<file path="config.mk">
export PLATFORM = sky130hd
export DESIGN_NAME = lsu_uncached_sb_flat
export DESIGN_NICKNAME = d
export VERILOG_FILES = /design/src/rtl/lsu_uncached_sb_if.sv /design/src/rtl/lsu_uncached_sb.sv /design/src/flat_wrapper.sv
export SDC_FILE = /design/constraint.sdc
export NUM_CORES = 1
export LEC_CHECK = 0
export CORE_ASPECT_RATIO = 1.4
export CORE_MARGIN = 5
export CORE_UTILIZATION = 48
export DETAILED_ROUTE_END_ITERATION = 8
export PLACE_DENSITY_LB_ADDON = 0.12
export SYNTH_ARGS = -nofsm -noshare
export SYNTH_HDL_FRONTEND = slang
export SYNTH_SLANG_ARGS = --single-unit
</file>
<file path="constraint.sdc">
create_clock -name clk -period 5.7 [get_ports clk]
set_clock_uncertainty 0.2 [all_clocks]
set_input_delay 1.425 -clock clk [delete_from_list [all_inputs] [get_ports clk]]
set_output_delay 1.425 -clock clk [all_outputs]
set_load 0.03 [all_outputs]
</file>
<file path="src/rtl/lsu_uncached_sb_if.sv">
// Bus structs and the pipeline/bus bundle of the uncached LSU; slave = LSU side, master = environment side.
package lsu_uncached_sb_pkg;
    typedef struct packed {
        logic        valid;
        logic        write;
        logic        burst;
        logic        cached;
        logic [31:0] addr;
        logic [31:0] w_data;
        logic [3:0]  data_strobe;
        logic        data_ok;
        logic        data_last;
    } cache_bus_req_t;

    typedef struct packed {
        logic        ready;
        logic        data_ok;
        logic        data_last;
        logic [31:0] r_data;
    } cache_bus_resp_t;
endpackage

interface lsu_uncached_sb_if #(parameter int LANES = 2);
    import lsu_uncached_sb_pkg::*;
    localparam int LW = (LANES > 1) ? $clog2(LANES) : 1;

    logic [LANES-1:0]    req_valid;
    logic [LANES-1:0]    req_write;
    logic [LANES*2-1:0]  req_type;
    logic [LANES-1:0]    req_signed;
    logic [LANES*32-1:0] req_addr;
    logic [LANES*32-1:0] req_wdata;
    logic [LANES-1:0]    req_ready;
    logic                resp_valid;
    logic [LW-1:0]       resp_lane;
    logic [31:0]         resp_data;
    logic                sb_empty;
    cache_bus_req_t      bus_req;
    cache_bus_resp_t     bus_resp;

    modport slave (
        input  req_valid, req_write, req_type, req_signed, req_addr, req_wdata, bus_resp,
        output req_ready, resp_valid, resp_lane, resp_data, sb_empty, bus_req
    );
    modport master (
        output req_valid, req_write, req_type, req_signed, req_addr, req_wdata, bus_resp,
        input  req_ready, resp_valid, resp_lane, resp_data, sb_empty, bus_req
    );
endinterface

</file>
<file path="src/rtl/lsu_uncached_sb.sv">
// Uncached LSU: lane arbiter, FIFO store buffer, single outstanding load; stores post on accept, loads answer 1 cycle after bus data.
// Backpressure via one-hot req_ready (SB full / load busy); LSU_STORE_FORWARD_EN adds full-cover store-to-load forwarding.
module lsu_uncached_sb
    import lsu_uncached_sb_pkg::*;
#(
    parameter int LANES    = 2,
    parameter int SB_DEPTH = 4
) (
    input logic              clk,
    input logic              rst,
    lsu_uncached_sb_if.slave lsu
);
    localparam int LW = (LANES > 1) ? $clog2(LANES) : 1;
    localparam int PW = $clog2(SB_DEPTH);

    typedef enum logic [1:0] {IDLE, ADDR, DATA} state_t;
    state_t state;

    logic [PW-1:0] wr_ptr, rd_ptr;
    logic [PW:0]   count;
    logic [29:0]   sb_addr [SB_DEPTH];
    logic [31:0]   sb_data [SB_DEPTH];
    logic [3:0]    sb_strb [SB_DEPTH];

    logic          load_pend, ld_signed;
    logic [31:0]   ld_addr;
    logic [1:0]    ld_type;
    logic [LW-1:0] ld_lane;

    logic [LW-1:0] win;
    logic          any, w_write, w_signed, w_misalign;
    logic [1:0]    w_type, w_off;
    logic [31:0]   w_addr, w_wdata;
    logic [3:0]    w_strb;
    logic          load_ok, acc_ok, push, pop, ld_acc, rd_done;
    logic          fwd_hit;
    logic [31:0]   fwd_data;

    function automatic logic [31:0] ext(input logic [31:0] w, input logic [1:0] off,
                                        input logic [1:0] ty, input logic sg);
        logic [31:0] s;
        s = w >> {off, 3'b000};
        case (ty)
            2'b00:   return {{24{sg & s[7]}}, s[7:0]};
            2'b01:   return {{16{sg & s[15]}}, s[15:0]};
            default: return s;
        endcase
    endfunction

    // Lowest index wins: scan downwards so lane 0 overrides.
    always_comb begin
        win = '0; any = 1'b0; w_write = 1'b0; w_signed = 1'b0;
        w_type = 2'b00; w_addr = '0; w_wdata = '0;
        for (int i = LANES - 1; i >= 0; i--) begin
            if (lsu.req_valid[i]) begin
                win      = LW'(i);
                any      = 1'b1;
                w_write  = lsu.req_write[i];
                w_signed = lsu.req_signed[i];
                w_type   = lsu.req_type[i*2 +: 2];
                w_addr   = lsu.req_addr[i*32 +: 32];
                w_wdata  = lsu.req_wdata[i*32 +: 32];
            end
        end
        case (w_type)
            2'b00:   begin w_off = w_addr[1:0];        w_strb = 4'b0001 << w_addr[1:0]; end
            2'b01:   begin w_off = {w_addr[1], 1'b0};  w_strb = 4'b0011 << {w_addr[1], 1'b0}; end
            default: begin w_off = 2'b00;              w_strb = 4'b1111; end
        endcase
        w_misalign = ((w_type == 2'b01) && w_addr[0]) || (w_type[1] && (w_addr[1:0] != 2'b00));
    end

`ifdef LSU_STORE_FORWARD_EN
    logic          fwd_found;
    logic [31:0]   fwd_word;
    logic [3:0]    fwd_strb;
    logic [PW-1:0] idx;
    // Walk oldest to newest so the last match left standing is the newest entry.
    always_comb begin
        fwd_found = 1'b0; fwd_word = '0; fwd_strb = '0; idx = '0;
        for (int i = 0; i < SB_DEPTH; i++) begin
            idx = rd_ptr + PW'(i);
            if (((PW+1)'(i) < count) && (sb_addr[idx] == w_addr[31:2])) begin
                fwd_found = 1'b1;
                fwd_word  = sb_data[idx];
                fwd_strb  = sb_strb[idx];
            end
        end
        fwd_hit  = fwd_found && ((fwd_strb & w_strb) == w_strb);
        fwd_data = ext(fwd_word, w_off, w_type, w_signed);
    end
    assign load_ok = !load_pend;
`else
    assign fwd_hit  = 1'b0;
    assign fwd_data = '0;
    assign load_ok  = !load_pend && (count == '0);
`endif

    assign acc_ok        = any && !rst && (w_write ? (count != (PW+1)'(SB_DEPTH)) : load_ok);
    assign lsu.req_ready = acc_ok ? (LANES'(1) << win) : '0;
    assign push          = acc_ok && w_write;
    assign ld_acc        = acc_ok && !w_write;
    assign pop           = (state == DATA) && lsu.bus_req.write && lsu.bus_resp.data_ok;
    assign rd_done       = (state == DATA) && !lsu.bus_req.write && lsu.bus_resp.data_ok
                           && lsu.bus_resp.data_last;
    assign lsu.sb_empty  = (count == '0) && (state == IDLE) && !load_pend;

    always_ff @(posedge clk) begin
        if (push) begin
            sb_addr[wr_ptr] <= w_addr[31:2];
            sb_data[wr_ptr] <= w_wdata << {w_off, 3'b000};
            sb_strb[wr_ptr] <= w_strb;
        end
    end

    always_ff @(posedge clk or posedge rst) begin
        if (rst) begin
            state <= IDLE; wr_ptr <= '0; rd_ptr <= '0; count <= '0;
            load_pend <= 1'b0; ld_addr <= '0; ld_type <= '0; ld_signed <= 1'b0; ld_lane <= '0;
            lsu.resp_valid <= 1'b0; lsu.resp_lane <= '0; lsu.resp_data <= '0;
            lsu.bus_req <= '0;
        end else begin
            lsu.resp_valid <= 1'b0;
            if (push) wr_ptr <= wr_ptr + PW'(1);
            if (pop)  rd_ptr <= rd_ptr + PW'(1);
            if (push && !pop)      count <= count + (PW+1)'(1);
            else if (pop && !push) count <= count - (PW+1)'(1);

            if (rd_done) begin
                load_pend <= 1'b0;
            end else if (ld_acc && fwd_hit) begin
                lsu.resp_valid <= 1'b1;
                lsu.resp_data  <= fwd_data;
                lsu.resp_lane  <= win;
            end else if (ld_acc) begin
                load_pend <= 1'b1;
                ld_addr   <= {w_addr[31:2], w_off};
                ld_type   <= w_type;
                ld_signed <= w_signed;
                ld_lane   <= win;
            end

            case (state)
                IDLE: begin
                    if (count != '0) begin
                        lsu.bus_req.valid       <= 1'b1;
                        lsu.bus_req.write       <= 1'b1;
                        lsu.bus_req.addr        <= {sb_addr[rd_ptr], 2'b00};
                        lsu.bus_req.w_data      <= sb_data[rd_ptr];
                        lsu.bus_req.data_strobe <= sb_strb[rd_ptr];
                        state <= ADDR;
                    end else if (load_pend) begin
                        lsu.bus_req.valid       <= 1'b1;
                        lsu.bus_req.write       <= 1'b0;
                        lsu.bus_req.addr        <= {ld_addr[31:2], 2'b00};
                        lsu.bus_req.w_data      <= '0;
                        lsu.bus_req.data_strobe <= '0;
                        state <= ADDR;
                    end
                end
                ADDR: begin
                    if (lsu.bus_resp.ready) begin
                        lsu.bus_req.valid     <= 1'b0;
                        lsu.bus_req.data_ok   <= 1'b1;
                        lsu.bus_req.data_last <= 1'b1;
                        state <= DATA;
                    end
                end
                DATA: begin
                    if (pop || rd_done) begin
                        lsu.bus_req.data_ok   <= 1'b0;
                        lsu.bus_req.data_last <= 1'b0;
                        state <= IDLE;
                    end
                    if (rd_done) begin
                        lsu.resp_valid <= 1'b1;
                        lsu.resp_data  <= ext(lsu.bus_resp.r_data, ld_addr[1:0], ld_type, ld_signed);
                        lsu.resp_lane  <= ld_lane;
                    end
                end
                default: state <= IDLE;
            endcase
        end
    end

    // Misaligned half/word is a pipeline bug; hardware still forces alignment above.
    a_aligned: assert property (@(posedge clk) disable iff (rst) !(acc_ok && w_misalign));
endmodule

</file>
<file path="src/flat_wrapper.sv">
// flat-port wrapper written by rule: the top's interface ports become plain ports
module lsu_uncached_sb_flat import lsu_uncached_sb_pkg::*;
#(
    parameter int LANES    = 2,
    parameter int SB_DEPTH = 4
)
  (clk, rst, lsu_req_valid, lsu_req_write, lsu_req_type, lsu_req_signed, lsu_req_addr, lsu_req_wdata, lsu_bus_resp, lsu_req_ready, lsu_resp_valid, lsu_resp_lane, lsu_resp_data, lsu_sb_empty, lsu_bus_req);
  lsu_uncached_sb_if #(.LANES(LANES)) lsu_i ();
  input logic clk;
  input logic rst;
  input wire logic [$bits(lsu_i.req_valid)-1:0] lsu_req_valid;
  input wire logic [$bits(lsu_i.req_write)-1:0] lsu_req_write;
  input wire logic [$bits(lsu_i.req_type)-1:0] lsu_req_type;
  input wire logic [$bits(lsu_i.req_signed)-1:0] lsu_req_signed;
  input wire logic [$bits(lsu_i.req_addr)-1:0] lsu_req_addr;
  input wire logic [$bits(lsu_i.req_wdata)-1:0] lsu_req_wdata;
  input wire logic [$bits(lsu_i.bus_resp)-1:0] lsu_bus_resp;
  output wire logic [$bits(lsu_i.req_ready)-1:0] lsu_req_ready;
  output wire logic [$bits(lsu_i.resp_valid)-1:0] lsu_resp_valid;
  output wire logic [$bits(lsu_i.resp_lane)-1:0] lsu_resp_lane;
  output wire logic [$bits(lsu_i.resp_data)-1:0] lsu_resp_data;
  output wire logic [$bits(lsu_i.sb_empty)-1:0] lsu_sb_empty;
  output wire logic [$bits(lsu_i.bus_req)-1:0] lsu_bus_req;
  assign lsu_i.req_valid = lsu_req_valid;
  assign lsu_i.req_write = lsu_req_write;
  assign lsu_i.req_type = lsu_req_type;
  assign lsu_i.req_signed = lsu_req_signed;
  assign lsu_i.req_addr = lsu_req_addr;
  assign lsu_i.req_wdata = lsu_req_wdata;
  assign lsu_i.bus_resp = lsu_bus_resp;
  assign lsu_req_ready = lsu_i.req_ready;
  assign lsu_resp_valid = lsu_i.resp_valid;
  assign lsu_resp_lane = lsu_i.resp_lane;
  assign lsu_resp_data = lsu_i.resp_data;
  assign lsu_sb_empty = lsu_i.sb_empty;
  assign lsu_bus_req = lsu_i.bus_req;
  lsu_uncached_sb #(.LANES(LANES), .SB_DEPTH(SB_DEPTH)) u_core (.clk(clk), .rst(rst), .lsu(lsu_i));
endmodule
</file>
### Word level (Yosys, flattened, before mapping)

Memory sizes are Yosys's and may differ from the RTL's.
Cells that the tools add are included.

| word-level totals | value |
|---|---|
| word-level logic and storage cells | 118 |
| input port bits | 175 |
| memory bits (writable) | 264 |
| memories kept | 3 |
| register bits after elaboration | 152 |

| cells by class | value |
|---|---|
| shift operators | 5 |
| equality and inequality tests | 8 |
| add/sub/neg operators | 4 |
| bitwise operators | 3 |
| reductions and logical operators | 37 |
| multiplexer cells | 39 |

Memory list:

| memory | depth | bits a word | rd ports | clocked after memory_dff | wr ports | RTL line | text |
|---|---|---|---|---|---|---|---|
| u_core.sb_data | 4 | 32 | 1 | 0 | 1 | lsu_uncached_sb.sv:22 | `logic [31:0] sb_data [SB_DEPTH];` |
| u_core.sb_addr | 4 | 30 | 1 | 0 | 1 | lsu_uncached_sb.sv:21 | `logic [29:0] sb_addr [SB_DEPTH];` |
| u_core.sb_strb | 4 | 4 | 1 | 0 | 1 | lsu_uncached_sb.sv:23 | `logic [3:0] sb_strb [SB_DEPTH];` |

Operators by type and width:

| cell | number |
|---|---|
| $mux 68 | 2 |
| $mux 32 | 4 |
| $pmux 32 s2 | 1 |
| $shl 32x5->32 | 1 |
| $shr 32x5->32 | 1 |
| $mux 2 | 10 |
| $mux 1 | 15 |
| $logic_and 1x1->1 | 14 |
| $reduce_bool 2->1 | 5 |
| $reduce_and 3->1 | 3 |
| $pmux 2 s2 | 2 |
| $pmux 4 s2 | 1 |
| $eq 2x1->1 const B | 3 |
| $logic_not 1->1 | 6 |
| $logic_not 2->1 | 3 |
| $mux 3 | 2 |
| $pmux 2 s3 | 1 |
| $reduce_and 2->1 | 3 |
| $add 2x1->2 const B | 2 |
| $ne 2x2->1 const B | 2 |
| $shl 1x2->4 const A | 1 |
| $shl 2x2->4 const A | 1 |
| $add 3x1->3 const B | 1 |
| $logic_not 3->1 | 1 |
| 10 further kinds | 11 |

### Longest topological paths before layout

Gate-level depths: netlist of run 1.

| logic depth | value |
|---|---|
| depth after elaboration | 9 |
| depth in mapped cells | 10 |

### Least setup slack after synthesis of run 1

No wires, ideal clock.

| timing path | value |
|---|---|
| kind | input to register |
| start | in lsu_req_valid[1] |
| end | mem u_core.sb_addr[0][0], enable pin |
| stages | 4 |
| data arrival time | 3.661 ns |
| required time | 5.068 ns |
| path slack | 1.407 ns |
| cells stage by stage | nor2b_1 clkbuf_1 a22o_1 and3_1 |

| on the way | value |
|---|---|
| longest elaborated chain between the ends | 7 |

Ends and longest elaborated chain:

| what | RTL line | text |
|---|---|---|
| start: declaration | flat_wrapper.sv:11 | `input wire logic [$bits(lsu_i.req_valid)-1:0] lsu_req_valid;` |
| $mux 1 (2 in a row) | lsu_uncached_sb.sv:55 | `if (lsu.req_valid[i]) begin` |
| $mux 1 or $logic_and 1x1->1 (tied branches) | lsu_uncached_sb.sv:99 | `assign acc_ok = any && !rst && (w_write ? (count != (PW+1)'(SB_DEPTH)) : load_ok);` |
| $logic_and 1x1->1 | lsu_uncached_sb.sv:99 |  |
| $logic_and 1x1->1 * | lsu_uncached_sb.sv:101 | `assign push = acc_ok && w_write;` |
| $mux 1 * | lsu_uncached_sb.sv:109 | `if (push) begin` |
| $mux 1 (implied by the code) * | lsu_uncached_sb.sv:110 | `sb_addr[wr_ptr] <= w_addr[31:2];` |
| end: declaration | lsu_uncached_sb.sv:21 |  |

Every way passes the cells marked *; elsewhere a longest branch is shown, timed or not.

### Worst setup path after layout of run 1

| timing path | value |
|---|---|
| start | in rst |
| end | out lsu_req_ready[0] |

| on the way | value |
|---|---|
| longest elaborated chain between the ends | 4 |

Ends and longest elaborated chain:

| what | RTL line | text |
|---|---|---|
| start: declaration | flat_wrapper.sv:10 | `input logic rst;` |
| $logic_not 1->1 | lsu_uncached_sb.sv:99 |  |
| $logic_and 1x1->1 (2 in a row) | lsu_uncached_sb.sv:99 |  |
| $mux 2 | lsu_uncached_sb.sv:100 | `assign lsu.req_ready = acc_ok ? (LANES'(1) << win) : '0;` |
| end: declaration | flat_wrapper.sv:18 | `output wire logic [$bits(lsu_i.req_ready)-1:0] lsu_req_ready;` |

No other way between the ends.

==> results of run 1 <==
## cell usage after synthesis (5+ instances only)
library cell	count
dfrtp_1	149
a22oi_1	30
edfxtp_1	264
nor3_1	8
buf_2	9
nand3_1	27
clkbuf_1	53
buf_4	5
buf_1	9
a22o_1	73
mux4_2	67
a21o_1	6
o21ai_0	40
ha_1	5
or3_1	12
mux2i_1	59
and3_1	12
inv_1	6
nor2_1	28
o2bb2ai_1	8
mux2_2	52
a21oi_1	17
nand2_1	80
nor2b_1	12
a211oi_1	9
## how the worst min path moves through the flow
stage	startpoint	endpoint	cells after the start
floorplan	u_core.ld_lane$_DFFE_PP0P_	u_core.lsu.resp_lane$_DFFE_PP0P_	2
global placement	u_core.ld_lane$_DFFE_PP0P_	u_core.lsu.resp_lane$_DFFE_PP0P_	2
detailed placement	u_core.lsu.resp_lane$_DFFE_PP0P_	u_core.lsu.resp_lane$_DFFE_PP0P_	2
CTS	u_core.lsu.resp_lane$_DFFE_PP0P_	u_core.lsu.resp_lane$_DFFE_PP0P_	2
global route	u_core.lsu.bus_req[50]$_DFFE_PP0P_	u_core.lsu.bus_req[50]$_DFFE_PP0P_	2
finish	u_core.lsu.resp_lane$_DFFE_PP0P_	u_core.lsu.resp_lane$_DFFE_PP0P_	2
## state kept, by name (all words and copies together) (netlist names), 2 cells and up
name                  flops
u_core.count              3
u_core.ld_addr           32
u_core.ld_type            2
u_core.lsu.bus_req       69
u_core.lsu.resp_data     32
u_core.rd_ptr             2
u_core.sb_addr          120
u_core.sb_data          128
u_core.sb_strb           16
u_core.state              2
u_core.wr_ptr             2
## logic make-up (layout without fill, tap and decap cells)
| family | after synthesis | after routing | synth area share, % |
|---|---|---|---|
| and+or+nand+nor | 194 | 194 | 5.370 |
| other | 1 | 4 | 0.02181 |
| buffers and inverters | 86 | 385 | 2.183 |
| AOI/OAI and AO/OA | 192 | 192 | 8.171 |
| DFF | 413 | 413 | 67.79 |
| adders and majority gates | 6 | 6 | 0.4802 |
| xor gates and xnor gates | 6 | 6 | 0.3056 |
| muxes | 179 | 179 | 15.68 |
## worst max-delay path: cells and delay by family
kind | cells | cell delay [ps]
simple gates | 1 | 160
buf+inv | 2 | 660
compound gates | 3 | 930
## routing by layer
layer	vias to the layer above	track usage, %	part of all wire (%)
li1	4723	-	-
met1	5337	28.42	41
met2	334	37.16	51
met3	57	4.182	6.1
met4	2	5.468	2.4
met5	-	0	0.037
## final cells by class
type,count,area (um2),area share [%]
Clock inverter,21,171.4,0.7870
Timing Repair Buffer,304,2988,13.72
Multi-Input combinational cell,581,5226,23.99
Sequential cell,413,11660,53.55
Inverter,7,31.28,0.1436
Tap cell,462,578.1,2.654
Clock buffer,53,1122,5.153
## placed cells by master (no fill, tap or decap), types with 3 or more instances in the layout
master and n:
a211oi_1 9, a21o_1 6, a21oi_1 17, a22o_1 73, a22oi_1 29, and2_1 3, and3_1 8, and3_4 4
buf_4 24, clkbuf_1 8, clkbuf_16 42, clkbuf_8 3, clkdlybuf4s50_1 278, clkinv_1 7, clkinv_2 6, clkinvlp_4 4
conb_1 4, dfrtp_1 147, edfxtp_1 264, ha_1 5, inv_1 5, mux2_2 52, mux2i_1 59, mux4_2 67
nand2_1 80, nand3_1 27, nand3b_1 3, nor2_1 28, nor2b_1 11, nor3_1 8, o21ai_0 40, o2bb2ai_1 8
or3_1 11, xnor2_1 4
## stage by stage
stage,cell area [um2],std cells
floorplan,17210,1080
global placement,20490,1767
detailed placement,20490,1767
CTS,21780,1841
global route,21780,1841
finish,21780,1841
## power groups by stage
stage | combinational (mW) | clock, mW | sequential (mW)
after global routing | 4.06 | 2.77 | 4.44
final | 3.80 | 2.59 | 4.34
after CTS | 3.86 | 2.64 | 4.36
after global placement | 3.81 | 0 | 4.39
after floorplan | 1.93 | 0 | 4.82
after detailed placement | 3.84 | 0 | 4.41
==> results.py, run 1 <==
metrics = {
    "run_status": {
        "outcome": "finished, final reports clean",
    },
    "yosys": {
        "netlist_top_cells_area": "edfxtp_1 46%, dfrtp_1 22%, mux4_2 8.8%",
        "ys.flop_type": "edfxtp_1",
        "yosys_warnings": 2,
        "netlist_area_um2": 17200,
        "yosysTopAreaCell": "edfxtp_1",
        "synthArstFlopShare_pct": 36.08,
        "yosysUniqueCellTypes": 48,
        "syn_avg_cell_area_um2": 15.97,
        "synth_seq_cells": 413,
        "synthCells": 1077,
        "ys_seq_area_share_pct": 67.79,
        "yosys.area.top_type_share_pct": 46.10,
        "synth_edf_count": 264,
    },
    "detailed_routing": {
        "wl_um": 43090,
        "drt_first_pass_iters": 5,
        "ant_nets": 0,
        "dr.first_iter.drc_count": 720,
        "vias_per_cell": 5.678,
        "wire_per_inst_um": 23.41,
        "drc": 0,
        "vias": 10450,
    },
    "power_and_ir_drop": {
        "cellInternalPower_mw": 7.071,
        "power.switching_mw": 3.654,
        "power_leakage_nw": 8.267,
        "p_total_mw": 10.73,
        "p_clk_share_pct": 24.1,
        "seqPwrFrac_pct": 40.5,
        "p_comb_share_pct": 35.4,
        "switching_share_pct": 34.07,
        "power_density_nw_per_um2": 492.4,
        "peakVddDrop_v": 0.0003942,
    },
    "sta": {
        "rsz0062_at_grt": "no",
        "slew_viol_final": 0,
        "worst_slew_pin_slew_ps": 1120,
        "hold_viol_final": 0,
        "timing.fmax_ghz": 0.2086,
        "fin_crit_ps": 4793,
        "worst_slack_ps": 906.8,
        "fin_crit_sh_pct": 84.09,
        "maxSlewHeadroom_pct": 25.31,
        "setup_tns_ps": 0,
        "setup_viol": 0,
        "whs_ps": 273.9,
    },
    "critical_path": {
        "cp-endpoint": "lsu_req_ready[0]",
        "cp_slowest_cell": "clkdlybuf4s50_1",
        "crit_start": "rst",
        "startpoint_type": "input port",
        "cp_max_fo": 7,
        "cp-end-kind": "output port",
        "required_ps": 4070,
        "max_stage_delay_ps": 480,
        "reg2reg_setup_slack_ps": 2490,
        "crit_type": "in2out",
        "r2r_start": "u_core.count[2]$_DFFE_PP0P_",
        "ff2ff_path_depth": 5,
        "reg2reg_to": "u_core.lsu.bus_req[58]$_DFFE_PP0P_",
        "path_cells": "clkdlybuf4s50_1 -> o21bai_1 -> a21oi_1 -> o21ai_0 -> nor2_1 -> buf_4",
        "worstPathArrival_ps": 3170,
    },
    "clock_tree": {
        "cts.sinks": 413,
        "clk_pin_slew_ps": 60,
        "cts_tree": "yes",
        "ctsResizeCount": 0,
        "clockBufferDepth": 3,
        "clk_latency_ps": 540,
        "cts_buffers": 40,
        "root_buffer": "clkbuf_16",
        "htreeDepth": 2,
        "cts_setup_buffers": 0,
        "hold_buffers": 0,
    },
    "finish": {
        "drive_gt1_share_pct": 16.10,
        "final_nets": 1528,
        "diodes": 0,
        "final_core_util_pct": 61.18,
        "fill_cells": 2767,
        "area_growth_pct": 26.67,
    },
    "global_route": {
        "grt_pass1_vias": 10830,
        "grtUsageTotal_pct": 21.57,
        "grt-ovfl-total": 0,
        "antenna_found_initial": 1,
        "grt_pass1_wl_um": 65290,
        "grt_max_degree": 89,
    },
    "die": {
        "fp.dieArea_um2": 39760,
        "rows": 82,
        "num_io_pins": 286,
        "start_util_pct": 48.30,
        "die_h_um": 233.9,
        "die_x_um": 170.0,
        "coreArea_um2": 35600,
    },
    "placement": {
        "dp_slack_ps": 948.6,
        "io_buffers": 281,
        "globalplace.congestion": 0.8279,
        "dpl.hpwl_um": 28360,
    },
    "min_path": {
        "worstHoldPathType": "reg2reg",
    },
    "job": {
        "cap_violations": 0,
    },
}
No activity file was read; power rests on OpenSTA's default activity.
==> run 2, diff against run 1 <==
--- a/config.mk
+++ b/config.mk
@@ -7,7 +7,7 @@
 export LEC_CHECK = 0
 export CORE_ASPECT_RATIO = 1.4
 export CORE_MARGIN = 5
-export CORE_UTILIZATION = 48
+export CORE_UTILIZATION = 53
 export DETAILED_ROUTE_END_ITERATION = 8
 export PLACE_DENSITY_LB_ADDON = 0.12
 export SYNTH_ARGS = -nofsm -noshare
==> constraint.sdc (replaced) <==
create_clock -name clk -period 4.8 [get_ports clk]
set_clock_uncertainty 0.2 [all_clocks]
set_input_delay 1.2 -clock clk [delete_from_list [all_inputs] [get_ports clk]]
set_output_delay 1.2 -clock clk [all_outputs]
set_load 0.03 [all_outputs]
==> results.py, run 2 (same netlist as run 1, synthesis figures left out) <==
metrics = {
    "run_status": {
        "outcome": "finished, final reports clean",
    },
    "critical_path": {
        "required_ps": 3400,
        "ff2ff_path_depth": 6,
        "cp_max_fo": 8,
        "worstPathArrival_ps": 2830,
        "max_stage_delay_ps": 530,
        "reg2reg_to": "u_core.ld_addr[21]$_DFFE_PP0P_",
        "r2r_start": "u_core.count[1]$_DFFE_PP0P_",
        "reg2reg_setup_slack_ps": 1690,
        "crit_start": "lsu_req_valid[1]",
        "cp-end-kind": "output port",
        "cp-endpoint": "lsu_req_ready[0]",
        "startpoint_type": "input port",
        "worst_path_most_repeated_cell": "buf_4",
        "cp_slowest_cell": "clkdlybuf4s50_1",
        "path_cells": "clkdlybuf4s50_1 -> nor2b_4 -> a22o_1 -> buf_4 -> o21ai_0 -> nor2_1 -> buf_4",
        "crit_type": "in2out",
    },
    "global_route": {
        "grtUsageTotal_pct": 23.71,
        "grt-ovfl-total": 0,
        "grt_pass1_wl_um": 65650,
        "antenna_found_initial": 1,
        "grt_max_degree": 68,
        "grt_pass1_vias": 11080,
    },
    "clock_tree": {
        "cts_setup_buffers": 0,
        "cts.sinks": 413,
        "ctsResizeCount": 0,
        "cts_buffers": 39,
        "root_buffer": "clkbuf_16",
        "clockBufferDepth": 3,
        "cts_tree": "yes",
        "htreeDepth": 2,
        "hold_buffers": 0,
        "clk_pin_slew_ps": 60,
        "clk_latency_ps": 520,
    },
    "power_and_ir_drop": {
        "peakVddDrop_v": 0.0003979,
        "power_density_nw_per_um2": 591.9,
        "power_leakage_nw": 8.393,
    },
    "sta": {
        "timing.fmax_ghz": 0.2365,
        "maxSlewHeadroom_pct": 36.27,
        "fin_crit_ps": 4229,
        "setup_viol": 0,
        "worst_slew_pin_slew_ps": 956.0,
        "rsz0062_at_grt": "no",
        "setup_tns_ps": 0,
        "fin_crit_sh_pct": 88.10,
        "hold_viol_final": 0,
        "slew_viol_final": 0,
        "whs_ps": 276.3,
    },
    "finish": {
        "area_growth_pct": 27.75,
        "layout_commonest_cell": "clkdlybuf4s50_1",
        "final_core_util_pct": 68.21,
        "final_nets": 1536,
        "top_register": "u_core.sb_data",
        "top_regs": "u_core.sb_data (128), u_core.sb_addr (120), u_core.lsu.bus_req (69)",
        "drive_gt1_share_pct": 16.74,
        "mostFrequentLayoutCells": "278 x clkdlybuf4s50_1, 264 x edfxtp_1, 147 x dfrtp_1",
        "largest_reg_flops": 128,
    },
    "detailed_routing": {
        "wl_met3_um": 2710,
        "wire_per_inst_um": 23.78,
        "ant_nets": 0,
        "wl_um": 42490,
        "dr.first_iter.drc_count": 710,
        "drc": 0,
        "wl_met1_um": 16530,
        "vias_per_cell": 5.903,
        "top_layer_used": "met4",
        "drt_first_pass_iters": 5,
        "vias": 10550,
        "met2_length_um": 22110,
    },
    "placement": {
        "globalplace.congestion": 0.8617,
        "io_buffers": 281,
        "dpl.hpwl_um": 28130,
    },
    "min_path": {
        "worstHoldPathType": "reg2reg",
    },
    "die": {
        "rows": 78,
        "die_h_um": 223.1,
        "start_util_pct": 53.39,
        "num_io_pins": 286,
        "die_x_um": 162.2,
        "coreArea_um2": 32210,
        "fp.dieArea_um2": 36200,
    },
    "job": {
        "cap_violations": 0,
    },
}
run 2: changes by cell type in the layout (fill, tap and decap cells not counted):
cell,change
buf_12,+7
buf_4,+2
bufinv_16,+4
clkbuf_16,-2
clkbuf_8,+7
clkinv_1,-3
clkinv_2,-5
clkinvlp_4,-3
dfrtp_2,+1
dfrtp_4,-1
diode_2,+1
run 2: worst min path at each step:
stage,startpoint,endpoint,slack (ps),depth (start not counted)
floorplan,u_core.ld_lane$_DFFE_PP0P_,u_core.lsu.resp_lane$_DFFE_PP0P_,230,2
global placement,u_core.ld_lane$_DFFE_PP0P_,u_core.lsu.resp_lane$_DFFE_PP0P_,250,2
detailed placement,u_core.lsu.bus_req[58]$_DFFE_PP0P_,u_core.lsu.bus_req[58]$_DFFE_PP0P_,270,2
CTS,u_core.lsu.bus_req[49]$_DFFE_PP0P_,u_core.lsu.bus_req[49]$_DFFE_PP0P_,280,2
global route,u_core.lsu.bus_req[69]$_DFFE_PP0P_,u_core.lsu.bus_req[69]$_DFFE_PP0P_,310,2
finish,u_core.lsu.bus_req[53]$_DFFE_PP0P_,u_core.lsu.bus_req[53]$_DFFE_PP0P_,280,2
run 2: cell type report:
type | instances | area (um2)
repair buffers | 313 | 3143
clock inverters | 14 | 234.0
diodes | 1 | 2.502
well taps | 400 | 500.5
fillers | 2280 | 10240
inverters | 7 | 30.03
multi-input cells | 581 | 5226
flip-flops and latches | 413 | 11660
clock buffers | 58 | 1169
run 2: routing by layer:
layer / up-vias / GRT usage [%]
li1: 4751 / -
met1: 5348 / 30.57
met2: 386 / 41.26
met3: 63 / 4.343
met4: 0 / 6.962
met5: - / 0
run 2: per-stage QoR:
| step | power, mW | instances | instance area, um2 | setup WS (ps) |
|---|---|---|---|---|
| after global placement | 9.758 | 1714 | 20560 | 615.2 |
| after floorplan | 8.016 | 1080 | 17210 | 732.0 |
| after detailed placement | 9.833 | 1714 | 20560 | 578.6 |
| after CTS | 13.15 | 1786 | 21960 | 576.6 |
| after global routing | 13.65 | 1786 | 21960 | 514.0 |
| final | 13.00 | 1787 | 21970 | 571.3 |
run 2: report_power, final:
group,internal (mW),switching (mW)
clock network,2.01,1.27
logic,2.11,2.41
registers,4.56,0.628
run 2: critical path, delay by kind of cell:
| kind | cells | cell delay [ps] |
|---|---|---|
| buffers and inverters | 3 | 870 |
| AO/OA/AOI/OAI | 2 | 480 |
| AND/OR/NAND/NOR | 2 | 260 |
==> run 3, diff against run 2 <==
--- a/config.mk
+++ b/config.mk
@@ -7,9 +7,11 @@
 export LEC_CHECK = 0
 export CORE_ASPECT_RATIO = 1.4
 export CORE_MARGIN = 5
-export CORE_UTILIZATION = 53
+export CORE_UTILIZATION = 30
 export DETAILED_ROUTE_END_ITERATION = 8
+export DONT_BUFFER_PORTS = 1
 export PLACE_DENSITY_LB_ADDON = 0.12
+export SETUP_SLACK_MARGIN = 0.4
 export SYNTH_ARGS = -nofsm -noshare
 export SYNTH_HDL_FRONTEND = slang
 export SYNTH_SLANG_ARGS = --single-unit
==> results.py, run 3 (same netlist as run 1, synthesis figures left out) <==
metrics = {
    "run_status": {
        "outcome": "finished, final reports clean",
    },
    "finish": {
        "final_core_util_pct": 34.84,
        "layout_commonest_cell": "edfxtp_1",
        "drive_gt1_share_pct": 20.65,
        "largest_reg_flops": 128,
        "final_area_um2": 19710,
        "top_regs": "u_core.sb_data (128), u_core.sb_addr (120), u_core.lsu.bus_req (69)",
        "top_register": "u_core.sb_data",
        "mostFrequentLayoutCells": "264 x edfxtp_1, 147 x dfrtp_1, 80 x nand2_1",
        "stdcell_count": 1846,
        "area_growth_pct": 14.63,
        "final_nets": 1254,
    },
    "min_path": {
        "worstHoldPathType": "reg2reg",
        "hold_path_depth": 2,
        "min_from": "u_core.ld_lane$_DFFE_PP0P_",
        "hold_path_end": "u_core.lsu.resp_lane$_DFFE_PP0P_",
    },
    "sta": {
        "hold_viol_final": 0,
        "rsz0062_at_grt": "no",
        "setup_tns_ps": 0,
        "fin_crit_sh_pct": 82.41,
        "worst_slew_pin_slew_ps": 1031,
        "slew_viol_final": 0,
        "whs_ps": 264.7,
        "maxSlewHeadroom_pct": 31.28,
        "setup_viol": 0,
        "fin_crit_ps": 3956,
        "timing.fmax_ghz": 0.2528,
    },
    "detailed_routing": {
        "dr.first_iter.drc_count": 496,
        "wl_um": 48080,
        "drc": 0,
        "wire_per_inst_um": 26.05,
        "vias_per_cell": 5.076,
        "vias": 9371,
        "ant_nets": 0,
        "drt_first_pass_iters": 5,
    },
    "placement": {
        "place_area_um2": 18120,
        "globalplace.congestion": 0.7792,
        "dpl.hpwl_um": 31630,
        "dp_cells": 1761,
        "io_buffers": 0,
    },
    "critical_path": {
        "r2r_start": "u_core.count[1]$_DFFE_PP0P_",
        "max_stage_delay_ps": 430,
        "startpoint_type": "input port",
        "cp_max_fo": 7,
        "ff2ff_path_depth": 5,
        "crit_type": "in2out",
        "path_buf_inv": 1,
        "required_ps": 3400,
        "cp_slowest_cell": "a21oi_1",
        "reg2reg_to": "u_core.ld_addr[30]$_DFFE_PP0P_",
        "cp_top_family": "compound AO/OA/AOI/OAI gates",
        "path_cells": "o21bai_1 -> a21oi_1 -> o21ai_0 -> nor2_1 -> buf_4",
        "worstPathArrival_ps": 2560,
        "reg2reg_setup_slack_ps": 1990,
        "cp-end-kind": "output port",
    },
    "global_route": {
        "grtUsageTotal_pct": 15.28,
        "grt_max_degree": 78,
        "grt_pass1_wl_um": 70700,
        "grt_pass1_vias": 9996,
        "grt-ovfl-total": 0,
        "antenna_found_initial": 3,
    },
    "die": {
        "die_x_um": 212.3,
        "num_io_pins": 286,
        "fp.dieArea_um2": 62270,
        "rows": 103,
        "start_util_pct": 30.39,
        "coreArea_um2": 56580,
        "die_h_um": 293.3,
    },
    "clock_tree": {
        "cts_buffers": 45,
        "cts_tree": "yes",
        "root_buffer": "clkbuf_16",
        "htreeDepth": 2,
        "clk_pin_slew_ps": 60,
        "ctsResizeCount": 0,
        "cts_setup_buffers": 0,
        "clk_latency_ps": 560,
        "hold_buffers": 0,
        "clockBufferDepth": 3,
        "cts.sinks": 413,
    },
    "power_and_ir_drop": {
        "power_density_nw_per_um2": 637.5,
        "peakVddDrop_v": 0.0002869,
        "power_leakage_nw": 7.351,
    },
    "job": {
        "cap_violations": 0,
    },
}
[run 3: cell type report]
cell class,instances,area (um2)
Fill cell,5401,36870
Clock inverter,13,260.3
Timing Repair Buffer,25,275.3
Clock buffer,70,1323
Antenna cell,2,5.005
Multi-Input combinational cell,581,5234
Inverter,7,30.03
Sequential cell,413,11660
Tap cell,735,919.6
[run 3: worst reg2reg max path: cells and delay by family, from the launching register on]
| family | cells | cell delay [ps] |
|---|---|---|
| buffers and inverters | 1 | 540 |
| DFF | 1 | 440 |
| muxes | 1 | 450 |
| and+or+nand+nor | 3 | 1070 |
[run 3: worst max-delay path by stage]
stage                     start                             end  slack, ps  depth (start not counted)
6_report                    rst                lsu_req_ready[1]        840                          5
5_1_grt                     rst                lsu_req_ready[0]        780                          5
2_1_floorplan  lsu_req_valid[1]  u_core.sb_addr[0][0]$_DFFE_PP_        730                          4
4_1_cts                     rst                lsu_req_ready[1]        850                          5
3_5_place_dp                rst                lsu_req_ready[1]        880                          5
3_3_place_gp                rst                lsu_req_ready[1]        920                          5
[run 3: metrics by stage]
step	setup slack (ps)	power, mW
2_1_floorplan	732.0	8.016
3_3_place_gp	922.3	9.064
3_5_place_dp	876.5	9.091
4_1_cts	852.3	12.88
5_1_grt	780.6	13.26
6_report	844.1	12.57
[run 3: metal layers]
metal | GRT usage (%) | vias to the layer above | share of wire (%) | routed length [um]
met5 | 0 | - | 0 | 0
met4 | 4.389 | 0 | 2.8 | 1331
met3 | 2.745 | 65 | 4.7 | 2244
met2 | 27.01 | 271 | 52 | 25100
met1 | 19.19 | 4854 | 40 | 19410
li1 | - | 4181 | - | -
[run 3: where the power goes]
group	internal, mW	leakage, nW	total, mW	switching (mW)
clock	2.28	0.762	3.70	1.43
sequential	4.55	4.29	6.10	1.54
combinational	1.32	2.30	2.76	1.44
